<file path="src/rtl/ahbl_spi_xip.sv">
// AHB-Lite read-only execute-in-place bridge to a SPI NOR flash (READ 0x03, mode 0).
// Keeps a one-word buffer; misses stall the bus while the word is fetched serially.
module ahbl_spi_xip #(
   parameter int CLK_DIV = 2,
   parameter int CS_GAP  = 2
) (
   input  logic        clk_i,
   input  logic        rst_i,
   input  logic        ahbl_hsel_i,
   input  logic [31:0] ahbl_haddr_i,
   input  logic [1:0]  ahbl_htrans_i,
   input  logic        ahbl_hwrite_i,
   input  logic [2:0]  ahbl_hsize_i,
   input  logic        ahbl_hready_i,
   output logic        ahbl_hreadyout_o,
   output logic        ahbl_hresp_o,
   output logic [31:0] ahbl_hrdata_o,
   input  logic        flush_i,
   output logic        spi_cs_o,
   output logic        spi_clk_o,
   output logic        spi_mosi_o,
   input  logic        spi_miso_i
);

   typedef enum logic [2:0] {IDLE, GAP, CMD, ADDR, DATA, DONE, ERR1, ERR2} state_t;

   localparam logic [7:0] DIV_MAX = 8'(CLK_DIV - 1);
   localparam logic [7:0] GAP_SAT = 8'(CS_GAP);

   state_t      state_q, state_d;
   logic [7:0]  div_q, div_d;
   logic [7:0]  gap_q, gap_d;
   logic [5:0]  bit_q, bit_d;
   logic        sclk_q, sclk_d;
   logic [31:0] tx_q, tx_d;
   logic [31:0] rx_q, rx_d;
   logic [31:0] hrdata_q, hrdata_d;
   logic [31:0] bufData_q, bufData_d;
   logic [21:0] bufTag_q, bufTag_d;
   logic [21:0] pendTag_q, pendTag_d;
   logic        bufValid_q, bufValid_d;

   logic        accept, busy, hit, gapMet;
   logic [31:0] rxWord;
   logic        unused_ok;

   assign accept = ahbl_hsel_i & ahbl_hready_i & ahbl_htrans_i[1];
   assign busy   = (state_q == CMD) || (state_q == ADDR) || (state_q == DATA);
   assign hit    = bufValid_q & (bufTag_q == ahbl_haddr_i[23:2]) & ~flush_i;
   assign gapMet = (gap_q >= GAP_SAT);
   // Flash bytes arrive first-byte-first; the first byte lands in the low lane.
   assign rxWord = {rx_q[7:0], rx_q[15:8], rx_q[23:16], rx_q[31:24]};

   assign unused_ok = ^{ahbl_haddr_i[31:24], ahbl_haddr_i[1:0], ahbl_hsize_i, ahbl_htrans_i[0]};

   assign ahbl_hreadyout_o = ~(busy || (state_q == GAP) || (state_q == ERR1));
   assign ahbl_hresp_o     = (state_q == ERR1) || (state_q == ERR2);
   assign ahbl_hrdata_o    = hrdata_q;
   assign spi_cs_o         = ~busy;
   assign spi_clk_o        = sclk_q;
   assign spi_mosi_o       = busy & tx_q[31];

   always_ff @(posedge clk_i) begin
      if (rst_i) begin
         state_q    <= IDLE;
         div_q      <= '0;
         gap_q      <= GAP_SAT;
         bit_q      <= '0;
         sclk_q     <= 1'b0;
         tx_q       <= '0;
         rx_q       <= '0;
         hrdata_q   <= '0;
         bufData_q  <= '0;
         bufTag_q   <= '0;
         pendTag_q  <= '0;
         bufValid_q <= 1'b0;
      end else begin
         state_q    <= state_d;
         div_q      <= div_d;
         gap_q      <= gap_d;
         bit_q      <= bit_d;
         sclk_q     <= sclk_d;
         tx_q       <= tx_d;
         rx_q       <= rx_d;
         hrdata_q   <= hrdata_d;
         bufData_q  <= bufData_d;
         bufTag_q   <= bufTag_d;
         pendTag_q  <= pendTag_d;
         bufValid_q <= bufValid_d;
      end
   end

   // gap_q counts completed chip-select-high cycles, saturating at CS_GAP.
   always_comb begin
      state_d    = state_q;
      div_d      = div_q;
      bit_d      = bit_q;
      sclk_d     = sclk_q;
      tx_d       = tx_q;
      rx_d       = rx_q;
      hrdata_d   = hrdata_q;
      bufData_d  = bufData_q;
      bufTag_d   = bufTag_q;
      pendTag_d  = pendTag_q;
      bufValid_d = bufValid_q & ~flush_i;
      gap_d      = busy ? 8'd0 : (gapMet ? GAP_SAT : gap_q + 8'd1);

      case (state_q)
         IDLE, DONE, ERR2: begin
            state_d = IDLE;
            div_d   = '0;
            bit_d   = '0;
            sclk_d  = 1'b0;
            if (accept) begin
               if (ahbl_hwrite_i) begin
                  state_d = ERR1;
               end else if (hit) begin
                  hrdata_d = bufData_q;
               end else begin
                  pendTag_d = ahbl_haddr_i[23:2];
                  tx_d      = {8'h03, ahbl_haddr_i[23:2], 2'b00};
                  state_d   = gapMet ? CMD : GAP;
               end
            end
         end
         ERR1: state_d = ERR2;
         GAP: begin
            if (gapMet) begin
               state_d = CMD;
            end
         end
         CMD, ADDR, DATA: begin
            if (div_q == DIV_MAX) begin
               div_d  = '0;
               sclk_d = ~sclk_q;
               if (!sclk_q) begin
                  rx_d = {rx_q[30:0], spi_miso_i};
               end else begin
                  // Falling edge closes a bit: advance MOSI while SCK is low.
                  bit_d = bit_q + 6'd1;
                  tx_d  = {tx_q[30:0], 1'b0};
                  if (bit_q == 6'd7) begin
                     state_d = ADDR;
                  end else if (bit_q == 6'd31) begin
                     state_d = DATA;
                  end else if (bit_q == 6'd63) begin
                     state_d    = DONE;
                     hrdata_d   = rxWord;
                     bufData_d  = rxWord;
                     bufTag_d   = pendTag_q;
                     bufValid_d = 1'b1;
                  end
               end
            end else begin
               div_d = div_q + 8'd1;
            end
         end
         default: state_d = IDLE;
      endcase
   end

endmodule

</file>
<file path="config.mk">
export PLATFORM = sky130hd
export DESIGN_NAME = ahbl_spi_xip
export DESIGN_NICKNAME = d
export VERILOG_FILES = /design/src/rtl/ahbl_spi_xip.sv
export SDC_FILE = /design/constraint.sdc
export NUM_CORES = 1
export LEC_CHECK = 0
export CAP_MARGIN = 20
export CORE_UTILIZATION = 40
export CTS_BUF_LIST = sky130_fd_sc_hd__clkbuf_8 sky130_fd_sc_hd__clkbuf_16
export CTS_CLUSTER_SIZE = 10
export DETAILED_ROUTE_END_ITERATION = 7
export GPL_TIMING_DRIVEN = 0
export HOLD_SLACK_MARGIN = 0.06
export MAX_ROUTING_LAYER = met4
export PLACE_DENSITY = 0.65
export SETUP_SLACK_MARGIN = 0.1
export SYNTH_ARGS = -nofsm -noshare
export SYNTH_HDL_FRONTEND = slang
export SYNTH_SLANG_ARGS = --single-unit
</file>
<file path="constraint.sdc">
create_clock -name clk_i -period 3.58 [get_ports clk_i]
set_input_delay 0.358 -clock clk_i [delete_from_list [all_inputs] [get_ports clk_i]]
set_output_delay 0.358 -clock clk_i [all_outputs]
set_load 0.02 [all_outputs]
</file>
== Word level (Yosys, flattened, before mapping) ==
Cells that the tools add are included.

* Add/sub/neg operators: 3
* Magnitude comparators: 1
* Eq/ne operators: 23
* Multiplexer cells: 41
* Bitwise logic cells: 14
* Reductions and logical operators: 18

{| class="wikitable"
|+ Operators with widths
! operator !! number
|-
| 2-to-1 mux 32 bit || 13
|-
| one-hot mux 32 bit (2 select lines) || 2
|-
| 2-to-1 mux 3 bit || 8
|-
| equality test 22 bit || 1
|-
| != test 2 bit, second input constant || 10
|-
| adder 8 x 1 -> 8 bit, second input constant || 2
|-
| one-hot mux 8 bit (2 select lines) || 1
|-
| equality test 3 bit, second input constant || 4
|-
| 2-to-1 mux 6 bit || 2
|-
| one-hot mux 3 bit (4 select lines) || 1
|-
| one-hot mux 6 bit (2 select lines) || 1
|-
| AND reduction 6 bit || 2
|-
| AND reduction 9 bit || 1
|-
| OR reduction 3 bit || 3
|-
| equality test 8 x 1 -> 1 bit, second input constant || 1
|-
| >= comparator 8 x 2 -> 1 bit, second input constant || 1
|-
| 2-to-1 mux 2 bit || 4
|-
| 2-to-1 mux 8 bit || 1
|-
| NOT 1 bit || 8
|-
| AND reduction 4 bit || 2
|-
| 2-to-1 mux 1 bit || 7
|-
| adder 6 x 1 -> 6 bit, second input constant || 1
|-
| bitwise AND 1 bit || 6
|-
| equality test 3 x 2 -> 1 bit, second input constant || 2
|-
| other kinds (11) || 16
|}

* Bits in registers: 199
* Output and inout port bits: 37

== Depth between registers and ports, before layout ==
Gate-level depths: netlist of the first run.

* Depth after elaboration: 8
* Depth in mapped cells: 10
* Mapped depth without buffers: 8

== Worst setup path after synthesis of the first run ==
No wires, ideal clock.

* Path kind: reg2reg
* Start point: register div_q[3]
* End point: register rx_q[22]
* Arrival time: 2136 ps
* Slack: 1312 ps
* Cell stages (with the launch flop): 8
* Period minus slack after synthesis: 2268 ps
* Path through: dfxtp_1 -> or4_4 -> or4b_4 -> or3_1 -> clkbuf_1 -> buf_2 -> nand2_1 -> a21oi_1

* Cells in the longest elaborated chain, start to end: 2

{| class="wikitable"
|+ Ends and longest elaborated chain
! what !! RTL line !! text
|-
| start, declared || 31 || <nowiki>logic [7:0] div_q, div_d;</nowiki>
|-
| start signal, assigned || 79 || <nowiki>div_q <= div_d;</nowiki>
|-
| equality test 8 x 1 -> 1 bit || 133 || <nowiki>if (div_q == DIV_MAX) begin</nowiki>
|-
| AND reduction 3 bit (no line) || n/a ||
|-
| end signal, assigned || 84 || <nowiki>rx_q <= rx_d;</nowiki>
|-
| end, declared || 36 || <nowiki>logic [31:0] rx_q, rx_d;</nowiki>
|}

No other way between the ends.
A chain may end at the register's enable or synchronous reset.

== Worst setup path in the final report of the first run ==
* Start point: register state_q[2]
* End point: output spi_mosi_o

* Cells in the longest elaborated chain, start to end: 4

{| class="wikitable"
|+ Ends and longest elaborated chain
! what !! RTL line !! text
|-
| start, declared || 30 || <nowiki>state_t state_q, state_d;</nowiki>
|-
| start signal, assigned || 78 || <nowiki>state_q <= state_d;</nowiki>
|-
| equality test 3 x 2 -> 1 bit || 48 || <nowiki>assign busy = (state_q == CMD) || (state_q == ADDR) || (state_q == DATA);</nowiki>
|-
| logical OR 1 bit || 48 ||
|-
| logical OR 1 bit (*) || 48 ||
|-
| bitwise AND 1 bit (*) || 61 || <nowiki>assign spi_mosi_o = busy & tx_q[31];</nowiki>
|-
| end, declared || 21 || <nowiki>output logic spi_mosi_o,</nowiki>
|}

Every way passes the cells marked *; elsewhere a longest branch is shown, timed or not.

==> impl_metrics.ini, run 1 <==
[setup_path]
crit_path_start_kind = flop
worstPathArrival_ps = 2860
path_max_fanout = 19
worst_ep_required_time_ps = 3220
crit_type = reg2out
end_kind = primary output

[global_route]
grt_pass1_wl_um = 33800
grt_pass1_vias = 6396
antenna_found_initial = 0
grt_max_degree = 18
grt-ovfl-total = 0
track_usage = 0.218

[yosys]
ys.flop_type = dfxtp_1
ys_seq_elements = 197
synth-seq-area-share = 0.487
synthCells = 951
yosysUniqueCellTypes = 46
syn-cell-area_um2 = 8090
yosys_warnings = 0
synth_edf_count = 0
async_flop_share = 0
syn_area_per_cell_um2 = 8.51

[power_and_ir_drop]
power_density_nw_per_um2 = 812
p_total_mw = 7.84
leakagePower_nw = 3.36
ir_worst_vdd_mv = 0.350

[die]
die_h_um = 144
dieArea_um2 = 20800
fp.coreArea_um2 = 19700
fp.dieW_um = 144
initial_utilization = 0.412
rows = 51
io_pins = 81

[cells_and_area]
final_cells = 1314
drive_gt1_frac = 0.0667
diodes = 0
layout_commonest_cell = nand2_1
area_growth_pct = 19.3
nets = 1086
fill_cells = 1945
layout_common_cells = nand2_1, dfxtp_1, a21oi_1

[placement]
hpwl_um = 14300
gp_congestion = 0.848
port_buffers = 65
dp_cells = 1285

[timing]
slew_viol_final = 0
finalSetupTns_ps = 0
rsz0062_at_grt = false
maxClockFrequency_ghz = 0.311
worstMarginPinSlew_ps = 878
slew_headroom = 0.398
setup_viol = 0
finalCriticalPeriod_ps = 3220
fin_crit_sh = 0.898
holdWs_ps = 453
skew_ps = 11.0
hold_violations = 0

[drt]
firstDrtPassIters = 7
post_drt_via_cell_ratio = 5.22
vias = 6854
met1_length_um = 10100
drc = 0
first_iter_violations = 463
finalWirelength_um = 20600
routed.top_layer = met4
avgRoutedWirePerCell_um = 15.7
routed-wl-met2_um = 9500
ant_nets = 0
met3WireLength_um = 704

[run]
maxCapViolCount = 0

[clock_tree]
cts_root_buf = clkbuf_16
post_cts_buffers = 0
cts_tree = done
cts_hold_buf = 0
clock_latency_ps = 440
numCtsBuffers = 17
htree_levels = 4
ctsLongestPathBuffers = 2
numClockSinks = 197
clk_pin_slew_worst_paths_ps = 70

[worst_hold_path]
hp-class = reg2reg

[outcome]
outcome = completed
==> power breakdown <==
group          switching, mW  total, mW  internal [mW]
clock network          0.865       1.87           1.00
logic                   2.09       3.29           1.20
registers              0.174       2.68           2.50
total                   3.13       7.84           4.71
==> worst paths after layout <==
| path | startpoint | end | slack [ps] | depth (start not counted) |
|---|---|---|---|---|
| worst max-delay path | state_q[2] | spi_mosi_o | 360 | 6 |
| worst min-delay path | bufData_q[10] | bufData_q[10] | 450 | 2 |
| worst max register to register | bufTag_q[0] | ahbl_hrdata_o[23] | 580 | 8 |
| worst min register to register | bufData_q[10] | bufData_q[10] | 450 | 2 |
==> worst max-delay path, stage by stage (launching register included) <==
cell,delay [ps]
dfxtp_1,310
clkbuf_1,310
nand2b_1,120
o21bai_1,330
clkbuf_2,490
and2_1,230
clkdlybuf4s50_1,610
==> routing by layer <==
| metal | global-route usage | up-vias |
|---|---|---|
| met3 | 0.0315 | 20 |
| met4 | 0.0709 | 0 |
| met5 | - | - |
| li1 | - | 3452 |
| met1 | 0.288 | 3244 |
| met2 | 0.341 | 138 |
==> synth_stat cells, types with 4 or more instances <==
master	n	area [µm²]
nand3_1	14	70.1
dfxtp_1	197	3940
clkbuf_1	45	169
a311oi_1	55	482
mux2i_1	55	551
xor2_1	15	131
buf_2	20	100
inv_1	6	22.5
nor2_1	75	282
a21oi_1	139	696
nor3b_1	5	37.5
nand4_1	5	31.3
or3_1	5	31.3
nand2_1	223	837
nor3_1	9	45.0
ha_1	5	62.6
o21ai_0	10	50.1
nand2b_1	11	68.8
and3_1	4	25.0
xnor2_1	11	96.3
buf_6	5	56.3
==> layout make-up <==
type	count	area, µm²	share of cell area
buffer	72	347	0.0359
tap	265	332	0.0343
inverter	6	22.5	0.00233
sequential	197	3940	0.408
timing repair buffer	65	651	0.0674
multi-input combinational	678	3790	0.393
clock inverter	12	119	0.0123
clock buffer	19	453	0.0469
==> kinds of logic (layout without fill, tap and decap cells) <==
family / count (synthesis) / count (layout) / synth area share
AOI/OAI and AO/OA: 217 / 217 / 0.165
buffers and inverters: 80 / 174 / 0.0462
other: 1 / 5 / 0.000463
xor gates and xnor gates: 26 / 26 / 0.0281
and+or+nand+nor: 369 / 369 / 0.195
DFF: 197 / 197 / 0.487
adders and majority gates: 5 / 5 / 0.00773
muxes: 56 / 56 / 0.0694
==> what timing repair did <==
action	CTS	global route
gates resized for setup	2	0
gates cloned	0	0
setup endpoints to repair	2	2
pin swaps	0	0
==> stage by stage <==
step,instance area (µm²),setup slack [ps],util
3_5_place_dp,9090,55.1,0.463
2_1_floorplan,8110,1310,-
3_3_place_gp,9090,158,0.463
4_1_cts,9670,61.7,0.492
6_report,9660,364,0.491
5_1_grt,9660,163,0.491
==> flip-flops by register name, indices dropped and copies added, names as in the netlist <==
signal / count
ahbl_hrdata_o: 32
bit_q: 6
bufData_q: 32
bufTag_q: 22
bufValid_q: 1
div_q: 8
gap_q: 8
pendTag_q: 22
rx_q: 32
spi_clk_o: 1
state_q: 3
tx_q: 30
Power figures use the tool's default switching activity.
==> run 2: changes to the inputs <==
--- a/config.mk
+++ b/config.mk
@@ -15,3 +15,2 @@
 export MAX_ROUTING_LAYER = met4
-export PLACE_DENSITY = 0.65
 export SETUP_SLACK_MARGIN = 0.1
--- a/constraint.sdc
+++ b/constraint.sdc
@@ -3,2 +3,2 @@
 set_output_delay 0.358 -clock clk_i [all_outputs]
-set_load 0.02 [all_outputs]
+set_load 0.005 [all_outputs]
==> run 2 against run 1 <==
Against the previous run: total power decreased by 2.5%; flip-flop and latch count unchanged; worst setup slack improved by 51 ps; combinational power decreased by 6.4%; final area about the same; clock power about the same; maximum frequency increased by 1.6%; sequential share of layout area about the same; critical endpoint is now ahbl_hrdata_o[28].
==> impl_metrics.ini, run 2 (synthesis gave the netlist of run 1 again) <==
[die]
initial_utilization = 0.412
io_pins = 81
rows = 51
fp.dieW_um = 144
die_h_um = 144
fp.coreArea_um2 = 19700
dieArea_um2 = 20800

[clock_tree]
htree_levels = 4
numCtsBuffers = 17
cts_tree = done
clk_pin_slew_worst_paths_ps = 80
clock_latency_ps = 440
cts_root_buf = clkbuf_16
numClockSinks = 197
ctsLongestPathBuffers = 2

[power_and_ir_drop]
p_sw_frac = 0.384
pwr-share-seq = 0.351
p_sw_mw = 2.94
power_frac_clock = 0.247
p_comb_frac = 0.403
power_density_nw_per_um2 = 791
internal_power_mw = 4.70
ir_worst_vdd_mv = 0.380
leakagePower_nw = 3.35

[timing]
rsz0062_at_grt = false
skew_ps = 14.8
finalSetupTns_ps = 0
maxClockFrequency_ghz = 0.316
worstMarginPinSlew_ps = 929
fin_crit_sh = 0.884
finalCriticalPeriod_ps = 3170
setup_viol = 0
slew_viol_final = 0
hold_violations = 0
timing.final.ws_setup_ps = 415
slew_headroom = 0.363

[worst_hold_path]
hp-start = pendTag_q[4]
holdPathStages = 2
hp-class = reg2reg
worstHoldEndpoint = bufTag_q[4]

[drt]
met1_length_um = 10400
drc = 0
ant_nets = 0
firstDrtPassIters = 5
avgRoutedWirePerCell_um = 15.9
finalWirelength_um = 21000
routed-wl-met2_um = 9400
post_drt_via_cell_ratio = 5.24
vias = 6889
routed.top_layer = met4
first_iter_violations = 377
met3WireLength_um = 967

[cells_and_area]
post-route-util = 0.492
final_cells = 1315
layout_commonest_cell = nand2_1
area_growth_pct = 19.4
multi_input_area_um2 = 3790
layout_common_cells = nand2_1, dfxtp_1, a21oi_1
nets = 1086
fill_cells = 1997
drive_gt1_frac = 0.0686
seqCellArea_um2 = 3940
diodes = 0

[setup_path]
r2r_cells = 8
worstPathArrival_ps = 3500
critPathMostFrequentCell = clkbuf_1
worst_ep_required_time_ps = 3920
crit_type = in2reg
startpoint = ahbl_haddr_i[2]
r2r-end = ahbl_hrdata_o[28]
r2r_slack_ps = 520
end_kind = flop
slowest_stage = clkbuf_1
path_max_fanout = 10
crit_chain = clkdlybuf4s50_1, xor2_1, nor4_1, nand4_1, o21ai_0, clkbuf_1, clkbuf_1, a21oi_1, a311oi_1
critPathMaxStageDelay_ps = 490
r2r_start = bufTag_q[0]
crit_path_start_kind = input port

[placement]
port_buffers = 65
hpwl_um = 14500
dp_slack_ps = 32.1
gp_congestion = 0.831
dp_cells = 1285

[outcome]
outcome = completed

[global_route]
grt_pass1_wl_um = 33800
grt_max_degree = 18
track_usage = 0.218
grt-ovfl-total = 0
antenna_found_initial = 0
grt_pass1_vias = 6276

[run]
maxCapViolCount = 0
==> run 2: cell count changes in the layout (fill, tap and decap cells not counted) <==
cell        change
clkinvlp_4      +2
clkinv_2        +2
inv_6           -1
inv_1           -1
clkinv_4        -1
==> run 2: routing by layer <==
metal,track usage,up-vias
met5,-,-
met4,0.0565,0
met3,0.0374,14
met2,0.331,136
met1,0.300,3286
li1,-,3453
==> run 2: worst max-delay path by stage <==
stage,slack (ps),cells past startpoint,end
finish,410,9,ahbl_hrdata_o[28]
global route,200,9,ahbl_hrdata_o[19]
CTS,110,7,spi_mosi_o
detailed placement,30,9,ahbl_hrdata_o[23]
global placement,60,9,ahbl_hrdata_o[24]
floorplan,1310,7,rx_q[22]
==> run 2: critical path, delay by kind of cell <==
family                    cells  cell delay, ps
AOI/OAI and AO/OA             3             700
xor gates and xnor gates      1             220
and+or+nand+nor               2             790
buffers and inverters         3            1420
==> run 2: cell type report <==
cell class,instances,area share
flip-flops and latches,197,0.408
multi-input cells,678,0.392
repair buffers,65,0.0673
clock buffers,19,0.0469
plain buffers,72,0.0359
well taps,265,0.0343
clock inverters,13,0.0127
inverters,6,0.00233
==> run 2: power groups by stage <==
stage / Sequential (mW) / Combinational [mW] / Clock (mW)
floorplan: 2.70 / 1.96 / 0
global placement: 2.73 / 3.05 / 0
detailed placement: 2.72 / 3.09 / 0
CTS: 2.68 / 3.11 / 1.92
global route: 2.71 / 3.42 / 2.00
finish: 2.68 / 3.08 / 1.88
==> run 2: metrics by stage <==
step	area (µm²)	power, mW	hold slack, ps
after floorplan	8110	4.66	428
after global placement	9090	5.77	438
after detailed placement	9090	5.81	445
after CTS	9670	7.70	456
after global routing	9660	8.13	469
final	9660	7.64	454
==> run 2: repair_timing <==
action	4_1_cts	5_1_grt
hold buffers	0	0
endpoints found under the setup margin	2	2
cloned	0	0
buffers inserted	0	0
gates resized for setup	2	0
==> edit: new RTL, config.mk and constraints of run 2 <==
Reset style: asynchronous (`rst_i`), changed in one clocked block.
--- a/src/rtl/ahbl_spi_xip.sv
+++ b/src/rtl/ahbl_spi_xip.sv
@@ -62,3 +62,3 @@
 
-   always_ff @(posedge clk_i) begin
+   always_ff @(posedge clk_i or posedge rst_i) begin
       if (rst_i) begin
Check against the original RTL: differs if rst_i is asserted again (counterexample within 4 cycles, from zero or initial values and one cycle with rst_i high); with rst_i held inactive, the same outputs for 4 cycles.
==> edit against run 2 <==
  * Sequential share of layout area increased by 7.5 points
  * Setup slack improved by 0.12 ns
  * Register-to-register slack improved by 0.38 ns
  * Die area increased by 4.5%
  * Total power increased by 4.8%
  * Sequential cell count unchanged
  * First-iteration DRC count decreased by 25%
  * Design area increased by 5.6%
  * Wire length decreased by 14%
  * Area after synthesis increased by 4.5%
  * Largest cell class unchanged
==> edit: results (changes against run 2) <==
DR WL met3 711 µm (-26%); Tightest Pin Transition 0.886 ns (-0.0427 ns); met2 usage 30.0% (-3.2 points); M3 GR Usage 3.40% (-0.35 points); largest net degree at the start of global routing 45 (+27); gr usage total 18.4% (-3.4 points); HP Class in -> async; CP arrival 2.69 ns (-0.81 ns); Logic inverters 9 (+3); CP Capture Point spi_mosi_o; GR Util met1 23.2% (-6.8 points); Resize count post-CTS 0 (-2); fraction of standard cell area in multi-input logic 32.6% (-6.6 points); clock buffers 21 (+2); dominant cells by area after synthesis dfrtp_1 58%, mux2_2 14%, nand2_1 4.3%; Placed Cells 1058 (-18%); Nets 856 (-21%); most instantiated cells after synthesis 196 x dfrtp_1, 108 x mux2_2, 98 x nand2_1; bufs w/o clock 109 (-20%); Peak VDD IR 0.493 mV (+30%); DRT Wirelength 18.0 mm (-14%); Data buffer area share 9.22% (-1.1 points); synth unique cells 49 (+6.5%); Syn Inst Count 713 (-25%); r2r worst-path depth 6 (-2); leakage 4.66 nW (+39%); status complete, no violations; 1st-pass router iterations 7 (+2)
edit: metrics by stage:
stage	instance area (µm²)	setup WS, ns
after floorplan	8480	0.676
after global placement	9480	-0.781
after detailed placement	9580	0.347
after CTS	10200	0.497
after global routing	10200	0.395
final	10200	0.531
edit: kinds of logic (layout without fill, tap and decap cells):
| kind of cell | count (synthesis) | in the layout | synth area share [%] |
|---|---|---|---|
| AND/OR/NAND/NOR | 171 | 171 | 9.39 |
| other | 1 | 5 | 0.0443 |
| flip-flops | 197 | 197 | 58.3 |
| AO/OA/AOI/OAI | 137 | 137 | 9.44 |
| adder cells (fa/ha/maj) | 5 | 5 | 0.740 |
| XOR/XNOR | 25 | 25 | 2.59 |
| multiplexers | 130 | 130 | 17.0 |
| buffers and inverters | 47 | 150 | 2.53 |
edit: power breakdown:
group	internal, W	total, W	switching (W)
combinational	0.00125	0.00292	0.00168
clock	0.00118	0.00201	0.000837
sequential	0.00276	0.00307	0.000311
